File: src/rtl/lsu_mem_adapter_if.sv
// Bundle of core-side request/response and memory-controller signals
// for the LSU memory adapter.
interface lsu_mem_adapter_if;
    logic        req_valid;
    logic        req_ready;
    logic        req_wen;
    logic [31:0] req_addr;
    logic [31:0] req_wdata;
    logic [1:0]  req_size;
    logic        req_unsigned;
    logic        resp_valid;
    logic        resp_ready;
    logic [31:0] resp_rdata;
    logic        resp_err;
    logic        mem_valid;
    logic        mem_wen;
    logic [31:0] mem_raddr;
    logic [31:0] mem_waddr;
    logic [31:0] mem_wdata;
    logic [7:0]  mem_wmask;
    logic [31:0] mem_rdata;

    modport slave (
        input  req_valid, req_wen, req_addr, req_wdata,
        input  req_size, req_unsigned, resp_ready, mem_rdata,
        output req_ready, resp_valid, resp_rdata, resp_err,
        output mem_valid, mem_wen, mem_raddr, mem_waddr,
        output mem_wdata, mem_wmask
    );

    modport master (
        output req_valid, req_wen, req_addr, req_wdata,
        output req_size, req_unsigned, resp_ready, mem_rdata,
        input  req_ready, resp_valid, resp_rdata, resp_err,
        input  mem_valid, mem_wen, mem_raddr, mem_waddr,
        input  mem_wdata, mem_wmask
    );
endinterface

File: src/rtl/lsu_mem_adapter.sv
// Single-outstanding LSU to word-memory adapter: lane shifting for stores,
// alignment check, and extended loads after a fixed read latency.
module lsu_mem_adapter #(
    parameter int LATENCY = 1
) (
    input logic              clk,
    input logic              reset,
    lsu_mem_adapter_if.slave bus
);
    typedef enum logic [1:0] {IDLE, ACCESS, RESP} state_t;

    state_t      state, state_n;
    logic        wen_q, uns_q, err_q;
    logic [31:0] addr_q, wdata_q, rdata_q;
    logic [1:0]  size_q;
    logic [2:0]  cnt;
    logic        misal, accept, last;
    logic [1:0]  off;
    logic [3:0]  base;
    logic [31:0] d, ld;

    assign off    = addr_q[1:0];
    assign accept = (state == IDLE) && bus.req_valid;
    assign last   = (state == ACCESS) && (wen_q || cnt == 3'd1);

    always_comb begin
        misal = (bus.req_size == 2'd3)
             || (bus.req_size == 2'd1 && bus.req_addr[0])
             || (bus.req_size == 2'd2 && bus.req_addr[1:0] != 2'd0);
    end

    always_comb begin
        d  = bus.mem_rdata >> {off, 3'b000};
        ld = d;
        case (size_q)
            2'd0:    ld = {{24{~uns_q & d[7]}}, d[7:0]};
            2'd1:    ld = {{16{~uns_q & d[15]}}, d[15:0]};
            default: ld = d;
        endcase
    end

    always_comb begin
        case (size_q)
            2'd0:    base = 4'b0001;
            2'd1:    base = 4'b0011;
            default: base = 4'b1111;
        endcase
    end

    always_ff @(posedge clk or posedge reset) begin
        if (reset) state <= IDLE;
        else       state <= state_n;
    end

    always_comb begin
        state_n        = state;
        bus.req_ready  = 1'b0;
        bus.resp_valid = 1'b0;
        bus.resp_rdata = 32'd0;
        bus.resp_err   = 1'b0;
        bus.mem_valid  = 1'b0;
        bus.mem_wen    = 1'b0;
        bus.mem_raddr  = 32'd0;
        bus.mem_waddr  = 32'd0;
        bus.mem_wdata  = 32'd0;
        bus.mem_wmask  = 8'd0;
        unique case (state)
            IDLE: begin
                bus.req_ready = 1'b1;
                if (bus.req_valid) state_n = misal ? RESP : ACCESS;
            end
            ACCESS: begin
                bus.mem_valid = 1'b1;
                bus.mem_raddr = {addr_q[31:2], 2'b00};
                bus.mem_waddr = {addr_q[31:2], 2'b00};
                if (wen_q) begin
                    bus.mem_wen   = 1'b1;
                    bus.mem_wdata = wdata_q << {off, 3'b000};
                    bus.mem_wmask = {4'b0000, base << off};
                end
                if (last) state_n = RESP;
            end
            RESP: begin
                bus.resp_valid = 1'b1;
                bus.resp_rdata = rdata_q;
                bus.resp_err   = err_q;
                if (bus.resp_ready) state_n = IDLE;
            end
            default: state_n = IDLE;
        endcase
    end

    // Request fields are captured only on the IDLE handshake edge
    always_ff @(posedge clk or posedge reset) begin
        if (reset) begin
            wen_q   <= 1'b0;
            uns_q   <= 1'b0;
            err_q   <= 1'b0;
            addr_q  <= 32'd0;
            wdata_q <= 32'd0;
            size_q  <= 2'd0;
            rdata_q <= 32'd0;
            cnt     <= 3'd0;
        end else if (accept) begin
            wen_q   <= bus.req_wen;
            uns_q   <= bus.req_unsigned;
            err_q   <= misal;
            addr_q  <= bus.req_addr;
            wdata_q <= bus.req_wdata;
            size_q  <= bus.req_size;
            rdata_q <= 32'd0;
            cnt     <= misal ? 3'd0 : 3'(LATENCY);
        end else if (state == ACCESS) begin
            if (last) begin
                rdata_q <= wen_q ? 32'd0 : ld;
                cnt     <= 3'd0;
            end else begin
                cnt <= cnt - 3'd1;
            end
        end
    end
endmodule

File: src/flat_wrapper.sv
// flat-port wrapper written by rule: the top's interface ports become plain ports
module lsu_mem_adapter_flat 
#(
    parameter int LATENCY = 1
)
  (clk, reset, bus_req_valid, bus_req_wen, bus_req_addr, bus_req_wdata, bus_req_size, bus_req_unsigned, bus_resp_ready, bus_mem_rdata, bus_req_ready, bus_resp_valid, bus_resp_rdata, bus_resp_err, bus_mem_valid, bus_mem_wen, bus_mem_raddr, bus_mem_waddr, bus_mem_wdata, bus_mem_wmask);
  lsu_mem_adapter_if bus_i ();
  input logic clk;
  input logic reset;
  input wire logic [$bits(bus_i.req_valid)-1:0] bus_req_valid;
  input wire logic [$bits(bus_i.req_wen)-1:0] bus_req_wen;
  input wire logic [$bits(bus_i.req_addr)-1:0] bus_req_addr;
  input wire logic [$bits(bus_i.req_wdata)-1:0] bus_req_wdata;
  input wire logic [$bits(bus_i.req_size)-1:0] bus_req_size;
  input wire logic [$bits(bus_i.req_unsigned)-1:0] bus_req_unsigned;
  input wire logic [$bits(bus_i.resp_ready)-1:0] bus_resp_ready;
  input wire logic [$bits(bus_i.mem_rdata)-1:0] bus_mem_rdata;
  output wire logic [$bits(bus_i.req_ready)-1:0] bus_req_ready;
  output wire logic [$bits(bus_i.resp_valid)-1:0] bus_resp_valid;
  output wire logic [$bits(bus_i.resp_rdata)-1:0] bus_resp_rdata;
  output wire logic [$bits(bus_i.resp_err)-1:0] bus_resp_err;
  output wire logic [$bits(bus_i.mem_valid)-1:0] bus_mem_valid;
  output wire logic [$bits(bus_i.mem_wen)-1:0] bus_mem_wen;
  output wire logic [$bits(bus_i.mem_raddr)-1:0] bus_mem_raddr;
  output wire logic [$bits(bus_i.mem_waddr)-1:0] bus_mem_waddr;
  output wire logic [$bits(bus_i.mem_wdata)-1:0] bus_mem_wdata;
  output wire logic [$bits(bus_i.mem_wmask)-1:0] bus_mem_wmask;
  assign bus_i.req_valid = bus_req_valid;
  assign bus_i.req_wen = bus_req_wen;
  assign bus_i.req_addr = bus_req_addr;
  assign bus_i.req_wdata = bus_req_wdata;
  assign bus_i.req_size = bus_req_size;
  assign bus_i.req_unsigned = bus_req_unsigned;
  assign bus_i.resp_ready = bus_resp_ready;
  assign bus_i.mem_rdata = bus_mem_rdata;
  assign bus_req_ready = bus_i.req_ready;
  assign bus_resp_valid = bus_i.resp_valid;
  assign bus_resp_rdata = bus_i.resp_rdata;
  assign bus_resp_err = bus_i.resp_err;
  assign bus_mem_valid = bus_i.mem_valid;
  assign bus_mem_wen = bus_i.mem_wen;
  assign bus_mem_raddr = bus_i.mem_raddr;
  assign bus_mem_waddr = bus_i.mem_waddr;
  assign bus_mem_wdata = bus_i.mem_wdata;
  assign bus_mem_wmask = bus_i.mem_wmask;
  lsu_mem_adapter #(.LATENCY(LATENCY)) u_core (.clk(clk), .reset(reset), .bus(bus_i));
endmodule
File: config.mk
export PLATFORM = sky130hd
export DESIGN_NAME = lsu_mem_adapter_flat
export DESIGN_NICKNAME = d
export VERILOG_FILES = /design/src/rtl/lsu_mem_adapter_if.sv /design/src/rtl/lsu_mem_adapter.sv /design/src/flat_wrapper.sv
export SDC_FILE = /design/constraint.sdc
export NUM_CORES = 1
export LEC_CHECK = 0
export BUFFER_PORTS_ARGS = -buffer_cell sky130_fd_sc_hd__buf_2
export CORE_ASPECT_RATIO = 0.6
export CORE_UTILIZATION = 45
export CTS_BUF_LIST = sky130_fd_sc_hd__clkbuf_4
export DETAILED_ROUTE_END_ITERATION = 8
export PLACE_DENSITY = 0.84
export SYNTH_ARGS = -nofsm -noshare
export SYNTH_HDL_FRONTEND = slang
export SYNTH_SLANG_ARGS = --single-unit
File: constraint.sdc
create_clock -name clk -period 3.1 [get_ports clk]
set_input_delay 0.155 -clock clk [delete_from_list [all_inputs] [get_ports clk]]
set_output_delay 0.155 -clock clk [all_outputs]
set_load 0.01 [all_outputs]
# [After elaboration in Yosys (flattened, before gate mapping)]
# Index checks and enable logic that the tools add are counted.
[classes] addsub=1 eq_ne=10 n_shift=3 mux=27 n_bitwise=3 n_reduce_logical=14
[op_table] cell="$mux 32" count=8
[op_table] cell="$pmux 32 s2" count=1
[op_table] cell="$shl 32x5->32" count=1
[op_table] cell="$shr 32x5->32" count=1
[op_table] cell="$mux 3" count=3
[op_table] cell="$mux 2" count=4
[op_table] cell="$mux 8" count=1
[op_table] cell="$pmux 4 s2" count=1
[op_table] cell="$mux 1" count=7
[op_table] cell="$eq 2x1->1 const B" count=3
[op_table] cell="$eq 2x2->1 const B" count=3
[op_table] cell="$pmux 2 s3" count=1
[op_table] cell="$reduce_bool 2->1" count=3
[op_table] cell="$logic_and 1x1->1" count=4
[op_table] cell="$logic_not 2->1" count=2
[op_table] cell="$mux 4" count=1
[op_table] cell="$ne 2x2->1 const B" count=2
[op_table] cell="$shl 4x2->4" count=1
[op_table] cell="$eq 3x1->1 const B" count=1
[op_table] cell="$logic_or 1x1->1" count=3
[op_table] cell="$reduce_and 3->1" count=1
[op_table] cell="$sub 3x1->3 const B" count=1
[op_table] cell="$and 1x1->1" count=2
[op_table] cell="$ne 2x1->1 const B" count=1
[op_table] cell="other kinds (2)" count=2
[word_totals] regBits=106 input_bits=104 elab_cells=67

# [Logic depth before layout (Yosys ltp)]
[depth] word_depth=7 depth_mapped=7 depth_no_buf=6

# [Worst setup path before layout]
# Ideal clock, no wire load.
[synth_path] kind="register -> output" start="register u_core.addr_q[0]" end="output port bus_mem_wmask[3]" arrival_time_ps=1745 required_time_ps=2945 path_slack_ps=1200 stages_incl_launch_ff=7 cell_sequence="dfrtp_1 > buf_2 > buf_1 > clkbuf_1 > clkbuf_1 > nor2_1 > nor3_1"
[synth_via] elab_chain_cells=3
[synth_lines] item="start, declared" line="lsu_mem_adapter.sv:14" rtl="logic [31:0] addr_q, wdata_q, rdata_q;"
[synth_lines] item="start signal, assigned" line="lsu_mem_adapter.sv:108" rtl="addr_q <= bus.req_addr;"
[synth_lines] item="$shl 4x2->4" line="lsu_mem_adapter.sv:79" rtl="bus.mem_wmask = {4'b0000, base << off};"
[synth_lines] item="$mux 4" line="lsu_mem_adapter.sv:76" rtl="if (wen_q) begin"
[synth_lines] item="$mux 8" line="lsu_mem_adapter.sv:67" rtl="unique case (state)"
[synth_lines] item="end, declared" line="flat_wrapper.sv:27" rtl="output wire logic [$bits(bus_i.mem_wmask)-1:0] bus_mem_wmask;"
# No other way between the ends.

# [Worst setup path after layout]
[layout_path] start="register u_core.addr_q[0]" end="output port bus_mem_wdata[22]"
[layout_via] elab_chain_cells=3
[layout_lines] item="$shl 32x5->32" line="lsu_mem_adapter.sv:78" rtl="bus.mem_wdata = wdata_q << {off, 3'b000};"
[layout_lines] item="$mux 32" line="lsu_mem_adapter.sv:76"
[layout_lines] item="$mux 32" line="lsu_mem_adapter.sv:67"
[layout_lines] item="end, declared" line="flat_wrapper.sv:26" rtl="output wire logic [$bits(bus_i.mem_wdata)-1:0] bus_mem_wdata;"
# No other way between the ends.

==> metrics.cfg <==
[grt]
antenna_found_initial=0
grt_max_degree=88
track_usage_pct=25.1
first_global_vias=5059
gr-total-overflow=0
grt_pass1_wl_mm=26.4

[yosys]
synth_compound_area_share_pct=11.5
synth_top_family_by_area=multiplexers
yosysTopAreaCellShare_pct=44.7
synth_top_cell_by_area=dfrtp_1
yosys_warnings=0
synth_cell_types=41
synth_cells=546
synthMuxAreaShare_pct=20.6
synth.avg_cell_area_sq_um=10.9
synth.cell_area_sq_mm=0.00594
synth-xor-area-share_pct=0.148
synthSimpleGateAreaFrac_pct=14.4
netlist_top_cells_area=dfrtp_1 45%, mux2_2 15%, and2_1 7.7%, mux2i_1 5.1%, buf_4 4.8%
yosysSeqAreaShare_pct=44.7
synth_fa_ha_area_share_pct=0.421
ys_ff_latch=106

[critical_path]
worst-path-buf-inv=1
critPathTopFamily=simple AND/OR/NAND/NOR gates
worstSetupPathType=reg2out
reg2regPathDepth=4
r2r_end=u_core.rdata_q[27]
timing.rr.start=u_core.addr_q[1]
cpMaxStageDelayCell=dfrtp_2
r2r_setup_slack_ns=0.80
worstPathMaxFanout=38
critPathLaunchType=flip-flop
cp_cell_sequence=nor2b_1 -> a21oi_1 -> nor2_1 -> buf_2
cpPeakStageDelay_ns=0.88
cp.required_ns=2.94
end_kind=output port
cp.arrival_ns=2.69

[floorplanning]
floorplan.initialDensity_pct=46.2
chipWidth_um=150
ios=245
coreArea_sq_mm=0.0129
std_cell_rows=32
dieArea_sq_mm=0.0137
fp.dieH_um=91.0

[detailed_routing]
routed.top_layer=met4
m1WireLength_mm=7.65
wl_met3_mm=1.27
antenna_left=0
via_per_inst=5.21
first_pass_iters=5
wl_met2_mm=7.69
drc=0
drtIter0Drc=226
routedWlPerCell_um=17.1
vias=5140
drt_wl_total_mm=16.9

[timing]
worst_slack_ns=0.250
period_share_pct=91.9
hold_viol=0
setup_viol=0
max_freq_mhz=351
slew_headroom_pct=27.9
fin_crit_ns=2.85
worst_pin_slew_ns=1.08
rsz0062_at_grt=false
finalMaxSlewViolations=0
finalSetupTns_ns=0
finalClockSkew_ns=0.0219

[layout]
num_antenna_cells=0
fin_nets=917
final_core_util_pct=61.7
num-fill-cells=1017
drive_gt1_share_pct=44.5
syn2layout_area_growth_pct=33.6

[hold_path]
holdPathStages=3
hold_path.startpoint=bus_mem_rdata[23]
holdPathEnd=u_core.rdata_q[23]
hold_class=in2reg

[clocking]
cts_buffer_depth=2
cts.sinks=106
cts_root_buffer=clkbuf_4
h-tree-depth=3
post_cts_buffers=0
clkLatencyLatePin_ns=0.46
cts_tree=built
clkTransAtPathRegs_ns=0.17
numCtsBuffers=9

[pwr]
leakagePower_uw=0.00400
power_density_mw_per_mm2=756
p_total_uw=6000
peakVddDrop_mv=0.378

[job]
max_cap_violations=0

[placed_design]
io_buffers=236
globalplace.congestion=0.883
hpwl_mm=11.1
pre_cts_ws_ns=0.709

[run_status]
status=finished, final reports clean

==> synth_stat cells <==
| cell type | n |
|---|---|
| nor4_4 | 1 |
| nor3_2 | 1 |
| a222oi_1 | 1 |
| dfrtp_1 | 106 |
| nor2_1 | 40 |
| nand2_1 | 3 |
| nand2b_1 | 2 |
| o2bb2ai_1 | 15 |
| nor2_2 | 1 |
| mux2_2 | 80 |
| a211oi_1 | 18 |
| clkbuf_1 | 21 |
| a221oi_1 | 1 |
| or2b_1 | 1 |
| o32ai_1 | 2 |
| a21o_1 | 1 |
| mux2i_1 | 30 |
| o22a_1 | 1 |
| a2bb2oi_1 | 1 |
| conb_1 | 1 |
| and2_1 | 73 |
| or2_2 | 2 |
| buf_4 | 38 |
| nor3b_1 | 1 |
| ha_1 | 2 |
| a22o_1 | 1 |
| xor2_1 | 1 |
| nor2b_1 | 11 |
| or3b_1 | 2 |
| buf_1 | 7 |
| o21ai_0 | 8 |
| clkinv_1 | 1 |
| nor3_1 | 2 |
| a21oi_1 | 27 |
| nand3b_1 | 8 |
| a221o_2 | 9 |
| a221o_1 | 7 |
| buf_2 | 9 |
| inv_1 | 7 |
| mux4_2 | 1 |
| buf_6 | 2 |
==> metrics by stage <==
step	std cells	hold WS [ns]	cell area [sq um]
after floorplan	553	0.247	5960
after global placement	891	0.361	6990
after detailed placement	891	0.358	6990
after CTS	986	0.0651	7930
after global routing	986	0.0578	7930
final	986	0.106	7930
==> cell usage in the layout, fill, tap and decap left out, types with 2 or more instances in the layout <==
cell type,synthesis,final
conb_1,1,8
mux2_2,80,80
mux2i_1,30,30
nand2b_1,2,2
nor2b_1,11,10
a221o_1,7,7
o21ai_0,8,8
o32ai_1,2,2
a211oi_1,18,18
a221o_2,9,9
buf_2,9,236
dlygate4sd3_1,0,79
nor2_1,40,39
inv_6,0,2
nand2_1,3,3
clkbuf_4,0,10
and2_1,73,72
dfrtp_2,0,2
or3b_1,2,2
buf_4,38,8
nor2_2,1,2
dfrtp_1,106,104
ha_1,2,2
inv_1,7,6
or2_2,2,2
nand3b_1,8,8
o2bb2ai_1,15,15
a21oi_1,27,26
nor3_1,2,2
==> how the worst max path moves through the flow <==
stage | from | endpoint | slack (ns) | cells after the start
floorplan | reset | u_core.addr_q[0] | 0.16 | 1
CTS | u_core.addr_q[1] | bus_mem_wdata[5] | 0.17 | 4
global route | u_core.state[0] | bus_mem_wdata[27] | 0.01 | 6
global placement | u_core.addr_q[1] | bus_mem_wdata[3] | 0.83 | 4
detailed placement | u_core.addr_q[1] | bus_mem_wdata[5] | 0.71 | 4
finish | u_core.addr_q[0] | bus_mem_wdata[22] | 0.25 | 4
==> logic make-up after synthesis <==
| logic type | count (synthesis) |
|---|---|
| AO/OA/AOI/OAI | 92 |
| XOR/XNOR | 1 |
| adder cells (fa/ha/maj) | 2 |
| AND/OR/NAND/NOR | 148 |
| buffers and inverters | 85 |
| other | 1 |
| multiplexers | 111 |
| flip-flops | 106 |
==> timing repair <==
| item | 4_1_cts | 5_1_grt |
|---|---|---|
| hold buffers | 79 | 0 |
| hold endpoints to repair | 163 | 0 |
| endpoints found under the setup margin | 0 | 8 |
| gates resized for setup | 0 | 1 |
==> state kept, by name, summed over array words and instances (netlist names) <==
name	count
u_core.size_q	2
u_core.wdata_q	32
u_core.wen_q	1
u_core.rdata_q	32
u_core.addr_q	32
u_core.err_q	1
u_core.cnt	3
u_core.uns_q	1
u_core.state	2
==> layout make-up <==
cell class              instances  area (sq um)  area share (%)
clock buffers                  10          75.1           0.946
inverters                       8          32.5           0.410
repair buffers                324          2050            25.9
flip-flops and latches        106          2660            33.5
well taps                     170           213            2.68
multi-input cells             362          2830            35.7
clock inverters                 6          72.6           0.915
==> worst register-to-register path, stage by stage, from the launching register on <==
cell and delay [ns]:
dfrtp_2 0.82, mux2_2 0.41, a222oi_1 0.47, nor4_4 0.18, a221o_2 0.33
==> power breakdown <==
group          internal (uW)  switching [uW]
Combinational           1400            1380
Clock                    268             483
Sequential              1940             532
==> routing by layer <==
layer  vias to the layer above  GRT usage (%)
li1                       2414              -
met4                         0           7.07
met2                       218           38.7
met1                      2477           34.5
met5                         -              0
met3                        31           7.04
Note: power is estimated with default switching activity, not from simulation.
